--- src/rtl/mem_arbiter.sv ---
// Two-port memory arbiter: I-cache and D-cache share one physical memory port.
// Define MEM_ARBITER_RR_EN for round-robin on simultaneous requests (default: D has fixed priority).
module mem_arbiter (
    input  logic         clk,
    input  logic         reset,

    input  logic         i_pmem_read,
    input  logic [15:0]  i_pmem_address,
    output logic         i_pmem_resp,
    output logic [127:0] i_pmem_rdata,

    input  logic         d_pmem_read,
    input  logic         d_pmem_write,
    input  logic [15:0]  d_pmem_address,
    input  logic [127:0] d_pmem_wdata,
    output logic         d_pmem_resp,
    output logic [127:0] d_pmem_rdata,

    output logic         pmem_read,
    output logic         pmem_write,
    output logic [15:0]  pmem_address,
    output logic [127:0] pmem_wdata,
    input  logic         pmem_resp,
    input  logic [127:0] pmem_rdata
);

    typedef enum logic [1:0] {IDLE, SERVE_I, SERVE_D} state_t;

    state_t state;
    state_t next_state;
    logic   d_req;
    logic   pick_i;
    logic   unused_addr_bits;

    assign d_req            = d_pmem_read | d_pmem_write;
    assign unused_addr_bits = ^{i_pmem_address[3:0], d_pmem_address[3:0]};

`ifdef MEM_ARBITER_RR_EN
    // prio_i set means I wins the next tie; flips whenever a grant completes.
    logic prio_i;

    always_ff @(posedge clk) begin
        if (reset) begin
            prio_i <= 1'b0;
        end else if ((state != IDLE) && pmem_resp) begin
            prio_i <= ~prio_i;
        end
    end

    assign pick_i = i_pmem_read & (~d_req | prio_i);
`else
    assign pick_i = i_pmem_read & ~d_req;
`endif

    always_ff @(posedge clk) begin
        if (reset) begin
            state <= IDLE;
        end else begin
            state <= next_state;
        end
    end

    // A grant ends on response or when the owner withdraws its request.
    always_comb begin
        next_state = state;
        unique case (state)
            IDLE: begin
                if (pick_i) begin
                    next_state = SERVE_I;
                end else if (d_req) begin
                    next_state = SERVE_D;
                end
            end
            SERVE_I: begin
                if (pmem_resp || !i_pmem_read) begin
                    next_state = IDLE;
                end
            end
            SERVE_D: begin
                if (pmem_resp || !d_req) begin
                    next_state = IDLE;
                end
            end
            default: next_state = IDLE;
        endcase
    end

    // Responses are gated by the owner's live request so a withdrawn request never sees resp.
    always_comb begin
        pmem_read    = 1'b0;
        pmem_write   = 1'b0;
        pmem_address = 16'h0000;
        pmem_wdata   = '0;
        i_pmem_resp  = 1'b0;
        i_pmem_rdata = '0;
        d_pmem_resp  = 1'b0;
        d_pmem_rdata = '0;
        unique case (state)
            SERVE_I: begin
                pmem_read    = i_pmem_read;
                pmem_address = {i_pmem_address[15:4], 4'b0000};
                i_pmem_resp  = pmem_resp & i_pmem_read;
                i_pmem_rdata = pmem_rdata;
            end
            SERVE_D: begin
                pmem_write   = d_pmem_write;
                pmem_read    = d_pmem_read & ~d_pmem_write;
                pmem_address = {d_pmem_address[15:4], 4'b0000};
                pmem_wdata   = d_pmem_wdata;
                d_pmem_resp  = pmem_resp & d_req;
                d_pmem_rdata = pmem_rdata;
            end
            default: begin
            end
        endcase
    end

endmodule

--- config.mk ---
export PLATFORM = sky130hd
export DESIGN_NAME = mem_arbiter
export DESIGN_NICKNAME = d
export VERILOG_FILES = /design/src/rtl/mem_arbiter.sv
export SDC_FILE = /design/constraint.sdc
export NUM_CORES = 1
export LEC_CHECK = 0
export CAP_MARGIN = 20
export CORE_AREA = 2 2 268 270
export DETAILED_ROUTE_END_ITERATION = 10
export DIE_AREA = 0 0 270 272
export GPL_TIMING_DRIVEN = 0
export PLACE_DENSITY_LB_ADDON = 0.2
export SYNTH_ARGS = -nofsm -noshare
export SYNTH_HDL_FRONTEND = slang
export SYNTH_SLANG_ARGS = --single-unit
export TNS_END_PERCENT = 100
--- constraint.sdc ---
create_clock -name clk -period 1.4 [get_ports clk]
set_input_delay 0.28 -clock clk [delete_from_list [all_inputs] [get_ports clk]]
set_output_delay 0.28 -clock clk [all_outputs]
set_load 0.02 [all_outputs]
==> results of run 1 <==
cell type report:
class	count	area (um^2)	area share
sequential	2	47.5	0.00305
clock buffer	3	75.1	0.00481
multi-input combinational	435	3940	0.253
antenna	1	2.50	0.000160
inverter	4	20.0	0.00128
timing repair buffer	840	9550	0.612
buffer	39	773	0.0496
tap	950	1190	0.0762
placed cells by master (no fill, tap or decap), types with 4 or more instances in the layout:
cell type	netlist	routed
buf_8	0	44
buf_4	4	14
buf_12	0	22
nor2b_4	0	4
clkdlybuf4s50_1	0	284
and2_2	0	5
clkbuf_16	0	28
ha_4	0	5
buf_6	0	478
conb_1	1	4
nor2b_2	0	8
buf_16	0	8
a22oi_2	0	12
and2_4	0	380
timing repair:
| action | CTS | global route |
|---|---|---|
| buffers inserted | 92 | 36 |
| gates cloned | 38 | 3 |
| pin swaps | 13 | 15 |
| gates resized for setup | 2674 | 468 |
| setup endpoints to repair | 400 | 402 |
| endpoints found under the hold margin | 0 | 0 |
layer usage:
metal | vias up | wire, um | global-route usage
li1 | 3144 | - | -
met1 | 3020 | 14500 | 0.105
met2 | 348 | 22100 | 0.203
met3 | 20 | 2430 | 0.0190
met4 | 0 | 637 | 0.0146
met5 | - | 0 | 0
power by group:
| group | leakage [nW] | switching, mW | internal [mW] |
|---|---|---|---|
| clock | 0.0370 | 0.0586 | 0.363 |
| combinational | 6.91 | 3.80 | 5.74 |
| sequential | 0.0178 | 0.0143 | 0.0666 |
stage by stage:
stage | utilization | setup slack, ps
final | 0.220 | -624
after global placement | 0.163 | -1340
after global routing | 0.220 | -675
after floorplan | - | -35.4
after CTS | 0.208 | -676
after detailed placement | 0.163 | -1340
worst paths after layout:
| check | from | endpoint | slack [ps] | cells after the start |
|---|---|---|---|---|
| worst min register to register | state[1]$_SDFFE_PP0P_ | state[1]$_SDFFE_PP0P_ | 560 | 1 |
| worst max register to register | state[0]$_SDFFE_PP0P_ | state[0]$_SDFFE_PP0P_ | 0 | 7 |
| worst max-delay path | state[0]$_SDFFE_PP0P_ | d_pmem_rdata[86] | -620 | 9 |
| worst min-delay path | state[1]$_SDFFE_PP0P_ | state[1]$_SDFFE_PP0P_ | 560 | 1 |
cell families after synthesis:
logic type / Yosys count / share of synthesized area
adders and majority gates: 5 / 0.0205
other: 1 / 0.00123
and+or+nand+nor: 407 / 0.830
AOI/OAI and AO/OA: 19 / 0.0500
DFF: 2 / 0.0131
buffers and inverters: 53 / 0.0853
worst max-delay path, cell delays in order (launching register included):
cell	delay [ps]
dfxtp_4	350
inv_4	40
ha_4	180
buf_12	130
buf_12	130
buf_16	140
clkbuf_16	150
buf_6	110
and2_4	150
buf_6	130
==> key figures, run 1 <==
Run status
  – Status: finished, violations left
  – Failing checks: setup timing

Yosys
  – Area share of the largest cell type after synthesis: 0.792
  – #FFs+latches synth: 2
  – Post-Synthesis Cells: ~500
  – Post-synth cell types: 23
  – Synth async-reset ratio: 0
  – Main synth FF type: dfxtp_1
  – Avg Cell Area, Syn: approximately 6.3 um^2
  – Mapped Area: 3050 um^2
  – Post-synth top cells: and2_1, clkbuf_2, a22oi_1, nor2b_1, buf_2
  – Synthesis Warnings: 0
  – Most frequent cell after synthesis: and2_1
  – Post-synth EDFFs: 0
  – Sequential-to-total area share from yosys stat: 0.0131
  – Synth area leader: and2_1
  – Largest cells by area after synthesis: and2_1, clkbuf_2, a22oi_1

Drt
  – Via count: 6,532
  – Drt wl/cell: roughly 17 um
  – DRT Pass-1 Iters: 6
  – Antenna Violating Nets Remaining: 0
  – Drt drc: 0
  – Routed WL: 39,600 um
  – Via/cell ratio: between 2 and 3
  – 1st-iter DRT viols: 100

CTS
  – TritonCTS Sinks: 2
  – H-tree levels: 1
  – Clock Latency Late Sink: roughly 220 ps
  – CTS tree: yes
  – CTS root buffer: clkbuf_16
  – Maximum buffer depth of the clock tree: 2
  – Hold Buf Count CTS: 0
  – TritonCTS buffer count: 3
  – Clock transition at the registers of the reported paths: 30 ps

Floorplanning
  – Rows: 98
  – Initial core utilization: 0.0431
  – Top Ports: around 700
  – Die Wd: approximately 270 um
  – Die ar.: approximately 73,000 um^2
  – Placeable Area: just over 70,000 um^2
  – Die height: between 200 and 300 um

Pwr
  – Power per cell area: about 640 nW/um^2
  – Peak supply drop: ~0.47 mV
  – Total Power: approximately 10 mW
  – P_leak: 6.96 nW

Global routing
  – Largest net degree at the start of global routing: 11
  – Initial antenna violation count: 1
  – Overall routing resource usage: 0.0994
  – First-pass GRT wire length: between 50,000 and 60,000 um
  – Vias in the first global route: ~7,100
  – Gr ovfl total: 0

Timing
  – Clock skew: approximately 1.4 ps
  – Setup TNS: -178,650 ps
  – Crit path time final: 2020 ps
  – Slew Limit Fails: 0
  – Final worst slack: -624 ps
  – RSZ-0062 raised after global routing: true
  – Fin crit share: 1.45
  – FMAX: 0.494 GHz
  – WHS: 565 ps
  – Setup violations, final: 401
  – Final hold vios: 0

Layout
  – Fillers: 7,800
  – Number of flip-flops in the largest register: 2
  – Syn-to-layout area delta: 411%
  – Share of cells above drive strength 1: 0.774
  – Non-Filler Instances: between 2,000 and 2,500
  – Final #Nets: about 1,600
  – Post-route cell area: roughly 16,000 um^2
  – Largest registers: state x2
  – Largest Register: state

Place
  – Gp weighted congestion: 0.896
  – Placed cells: 2,125
  – Post-DP HPWL: just over 30,000 um
  – Cell Area, Placed: 11,600 um^2
  – Number of port buffers: slightly below 700

Critical path
  – Crit. End Element: primary output
  – Startpoint types: register
  – CP arrival: between 1500 and 2000 ps
  – Req. time, crit path: 1120 ps
  – Critical path class: reg -> out
  – Crit-path max FO: 4

Run
  – # Max-Cap Violations: 0

Worst hold path
  – Hold WC Path Type: reg -> reg
Power figures use the tool's default switching activity.
==> inputs of run 2 (changes only) <==
GPL_TIMING_DRIVEN = unset   (was 0)
SKIP_CTS_REPAIR_TIMING = 1   (was unset)
==> run 2 against run 1 <==
  * Largest power group unchanged
  * Clock skew down 0.74 ps
  * Highest routed layer is now met5
  * Global-route usage decreased by 1.7 points
  * Die area unchanged
  * Critical path type unchanged
  * Sequential share of layout area is 0.095 points higher
  * The run still ends with setup timing left
  * Hold slack better by 120 ps
  * Register-to-register slack is essentially flat
  * Clock power hardly changed
  * Largest cell class unchanged
==> key figures, run 2 (same netlist as run 1, synthesis figures left out) <==
Run status
  – Status: finished, violations left (unchanged)
  – Failing checks: setup timing (unchanged)

CTS
  – TritonCTS buffer count: 3 (unchanged)
  – Clock Latency Late Sink: 220 ps (about the same)
  – H-tree levels: 1 (unchanged)
  – Clock transition at the registers of the reported paths: 30 ps (about the same)
  – Maximum buffer depth of the clock tree: 2 (unchanged)
  – CTS root buffer: clkbuf_16 (unchanged)
  – CTS tree: yes (unchanged)
  – TritonCTS Sinks: 2 (unchanged)

Pwr
  – Combinational share of power: 0.923 (was 0.950)
  – Internal: 3.40 mW (was 6.17 mW)
  – Sw Pwr: 3.05 mW (was 3.87 mW)
  – Power per cell area: 543 nW/um^2 (was 644 nW/um^2)
  – Clock share of power: 0.065 (was 0.042)
  – Share of total power in sequential cells: 0.012 (was 0.008)
  – P_leak: 6.82 nW (was 6.96 nW)
  – Switching Fraction: 0.473 (was 0.386)
  – Total Power: 6.45 mW (was 10.0 mW)
  – Peak supply drop: 0.546 mV (was 0.467 mV)

Timing
  – Crit path time final: 1870 ps (was 2020 ps)
  – Setup TNS: -151,200 ps (was -178,650 ps)
  – Final worst slack: -468 ps (was -624 ps)
  – Clock skew: 0.638 ps (was 1.38 ps)
  – Slew Limit Fails: 0 (unchanged)
  – RSZ-0062 raised after global routing: true (unchanged)
  – Setup violations, final: 401 (unchanged)
  – Final hold vios: 0 (unchanged)
  – FMAX: 0.535 GHz (was 0.494 GHz)
  – Fin crit share: 1.33 (was 1.45)

Place
  – Dpl ws: -818 ps (was -1340 ps)
  – Number of port buffers: 685 (unchanged)
  – Cell Area, Placed: 11,800 um^2 (was 11,600 um^2)
  – Gp weighted congestion: 0.934 (was 0.896)
  – Post-DP HPWL: 28,800 um (was 30,700 um)

Layout
  – Multi-input gate area: 3360 um^2 (was 3940 um^2)
  – Fillers: 8,105 (was 7,800)
  – Largest registers: state x2 (unchanged)
  – Number of flip-flops in the largest register: 2 (unchanged)
  – Post-layout util: 0.168 (was 0.220)
  – Share of cells above drive strength 1: 0.593 (was 0.774)
  – Final #Nets: 1,500 (was 1,624)
  – Most frequent cells in the layout: clkdlybuf4s50_1, and2_2, clkbuf_2 (was buf_6, and2_4, clkdlybuf4s50_1)
  – Post-route cell area: 11,900 um^2 (was 15,600 um^2)
  – Syn-to-layout area delta: 289% (was 411%)
  – Commonest non-fill, non-tap cell in the layout: clkdlybuf4s50_1 (was buf_6)
  – Register Area: 47.5 um^2 (unchanged)
  – Largest Register: state (unchanged)

Critical path
  – CP most frequent cell: buf_6
  – Crit path max-delay family: buffers and inverters (unchanged)
  – R2r setup slk: 0 ps (about the same)
  – Crit-path max FO: 9 (was 4)
  – Startpoint types: register (unchanged)
  – Crit. End Element: primary output (unchanged)
  – CP peak stage delay: 370 ps (was 350 ps)
  – R2R cell count: 6 (was 7)
  – CP bufs+invs: 5 (was 7)
  – Worst R2R End: state[1]$_SDFFE_PP0P_ (was state[0]$_SDFFE_PP0P_)
  – Worst path cell trace: inv_4, ha_4, buf_12, buf_16, buf_6, and2_2, buf_6 (was inv_4, ha_4, buf_12, buf_12, buf_16, clkbuf_16, buf_6, and2_4, buf_6)
  – Critical path class: reg -> out (unchanged)
  – CP arrival: 1590 ps (was 1740 ps)
  – Req. time, crit path: 1120 ps (about the same)
  – RR Startpoint: state[1]$_SDFFE_PP0P_ (was state[0]$_SDFFE_PP0P_)
  – CP max stage cell: dfxtp_4 (unchanged)

Floorplanning
  – Top Ports: 698 (unchanged)
  – Placeable Area: 70,800 um^2 (unchanged)
  – Initial core utilization: 0.0431 (unchanged)
  – Rows: 98 (unchanged)
  – Die ar.: 73,400 um^2 (unchanged)
  – Die Wd: 270 um (unchanged)
  – Die height: 272 um (unchanged)

Global routing
  – Initial antenna violation count: 3 (was 1)
  – Gr ovfl total: 0 (unchanged)
  – First-pass GRT wire length: 44,500 um (was 53,100 um)
  – Vias in the first global route: 6,114 (was 7,100)
  – Overall routing resource usage: 0.0823 (was 0.0994)
  – Largest net degree at the start of global routing: 43 (was 11)

Drt
  – Via count: 5,947 (was 6,532)
  – Via/cell ratio: 2.76 (was 2.87)
  – Met1 WL: 13,900 um (was 14,500 um)
  – Detail Route met2 WL: 19,300 um (was 22,100 um)
  – Routed length on met3: 2370 um (was 2430 um)
  – Routed WL: 36,300 um (was 39,600 um)
  – 1st-iter DRT viols: 127 (was 100)
  – Drt wl/cell: 16.9 um (was 17.4 um)
  – DRT Pass-1 Iters: 4 (was 6)
  – Max layer used: met5 (was met4)
  – Antenna Violating Nets Remaining: 0 (unchanged)
  – Drt drc: 0 (unchanged)

Run
  – # Max-Cap Violations: 0 (unchanged)

Worst hold path
  – Hold path cells: 2 (was 1)
  – Worst Hold Launch: reset (was state[1]$_SDFFE_PP0P_)
  – WHS Endpoint: state[0]$_SDFFE_PP0P_ (was state[1]$_SDFFE_PP0P_)
  – Hold WC Path Type: in -> reg (was reg -> reg)
run 2: cell types whose count changed in the layout (fill, tap and decap cells not counted), moves of 3 or more:
| cell | delta |
|---|---|
| and2_1 | +83 |
| and2_2 | +249 |
| and2_4 | -332 |
| buf_12 | -3 |
| buf_16 | -5 |
| buf_2 | +14 |
| buf_4 | +24 |
| buf_6 | -402 |
| buf_8 | -40 |
| clkbuf_16 | -11 |
| clkbuf_2 | +202 |
| dlymetal6s2s_1 | +97 |
| nand2_1 | +3 |
run 2: layout make-up:
type / count / share of cell area
antenna: 2 / 0.000421
clock buffer: 3 / 0.00632
inverter: 4 / 0.00169
multi-input combinational: 435 / 0.283
sequential: 2 / 0.00400
tap: 950 / 0.100
timing repair buffer: 755 / 0.605
run 2: worst max path at each step:
stage	start	endpoint	slack, ps	depth (start not counted)
after floorplan	state[0]$_SDFFE_PP0P_	pmem_address[10]	-40	5
after global placement	pmem_rdata[6]	i_pmem_rdata[6]	-840	3
after detailed placement	pmem_rdata[6]	i_pmem_rdata[6]	-820	3
after CTS	state[0]$_SDFFE_PP0P_	pmem_address[11]	-1010	7
after global routing	state[0]$_SDFFE_PP0P_	pmem_wdata[108]	-530	6
final	state[0]$_SDFFE_PP0P_	d_pmem_rdata[20]	-470	7
run 2: worst register-to-register path: cells and delay by family, from the launching register on:
kind / cells / cell delay [ps]
flops: 1 / 370
compound gates: 2 / 400
simple gates: 1 / 130
fa+ha+maj: 1 / 210
buf+inv: 2 / 180
run 2: power by group through the flow:
stage / clock network, mW / registers (mW) / logic (mW)
after floorplan: 0 / 0.0747 / 2.59
after global placement: 0 / 0.0777 / 6.09
after detailed placement: 0 / 0.0788 / 6.05
after CTS: 0.427 / 0.0779 / 6.08
after global routing: 0.443 / 0.0805 / 6.34
final: 0.420 / 0.0797 / 5.95
run 2: layer usage:
metal	GRT usage	vias to the layer above
met5	0	-
li1	-	2895
met1	0.0872	2665
met4	0.0181	2
met3	0.0174	20
met2	0.164	365
run 2: metrics by stage:
stage / instances / hold slack (ps)
floorplan: 490 / 346
global placement: 2115 / 548
detailed placement: 2115 / 566
CTS: 2118 / 580
global route: 2149 / 702
finish: 2151 / 683
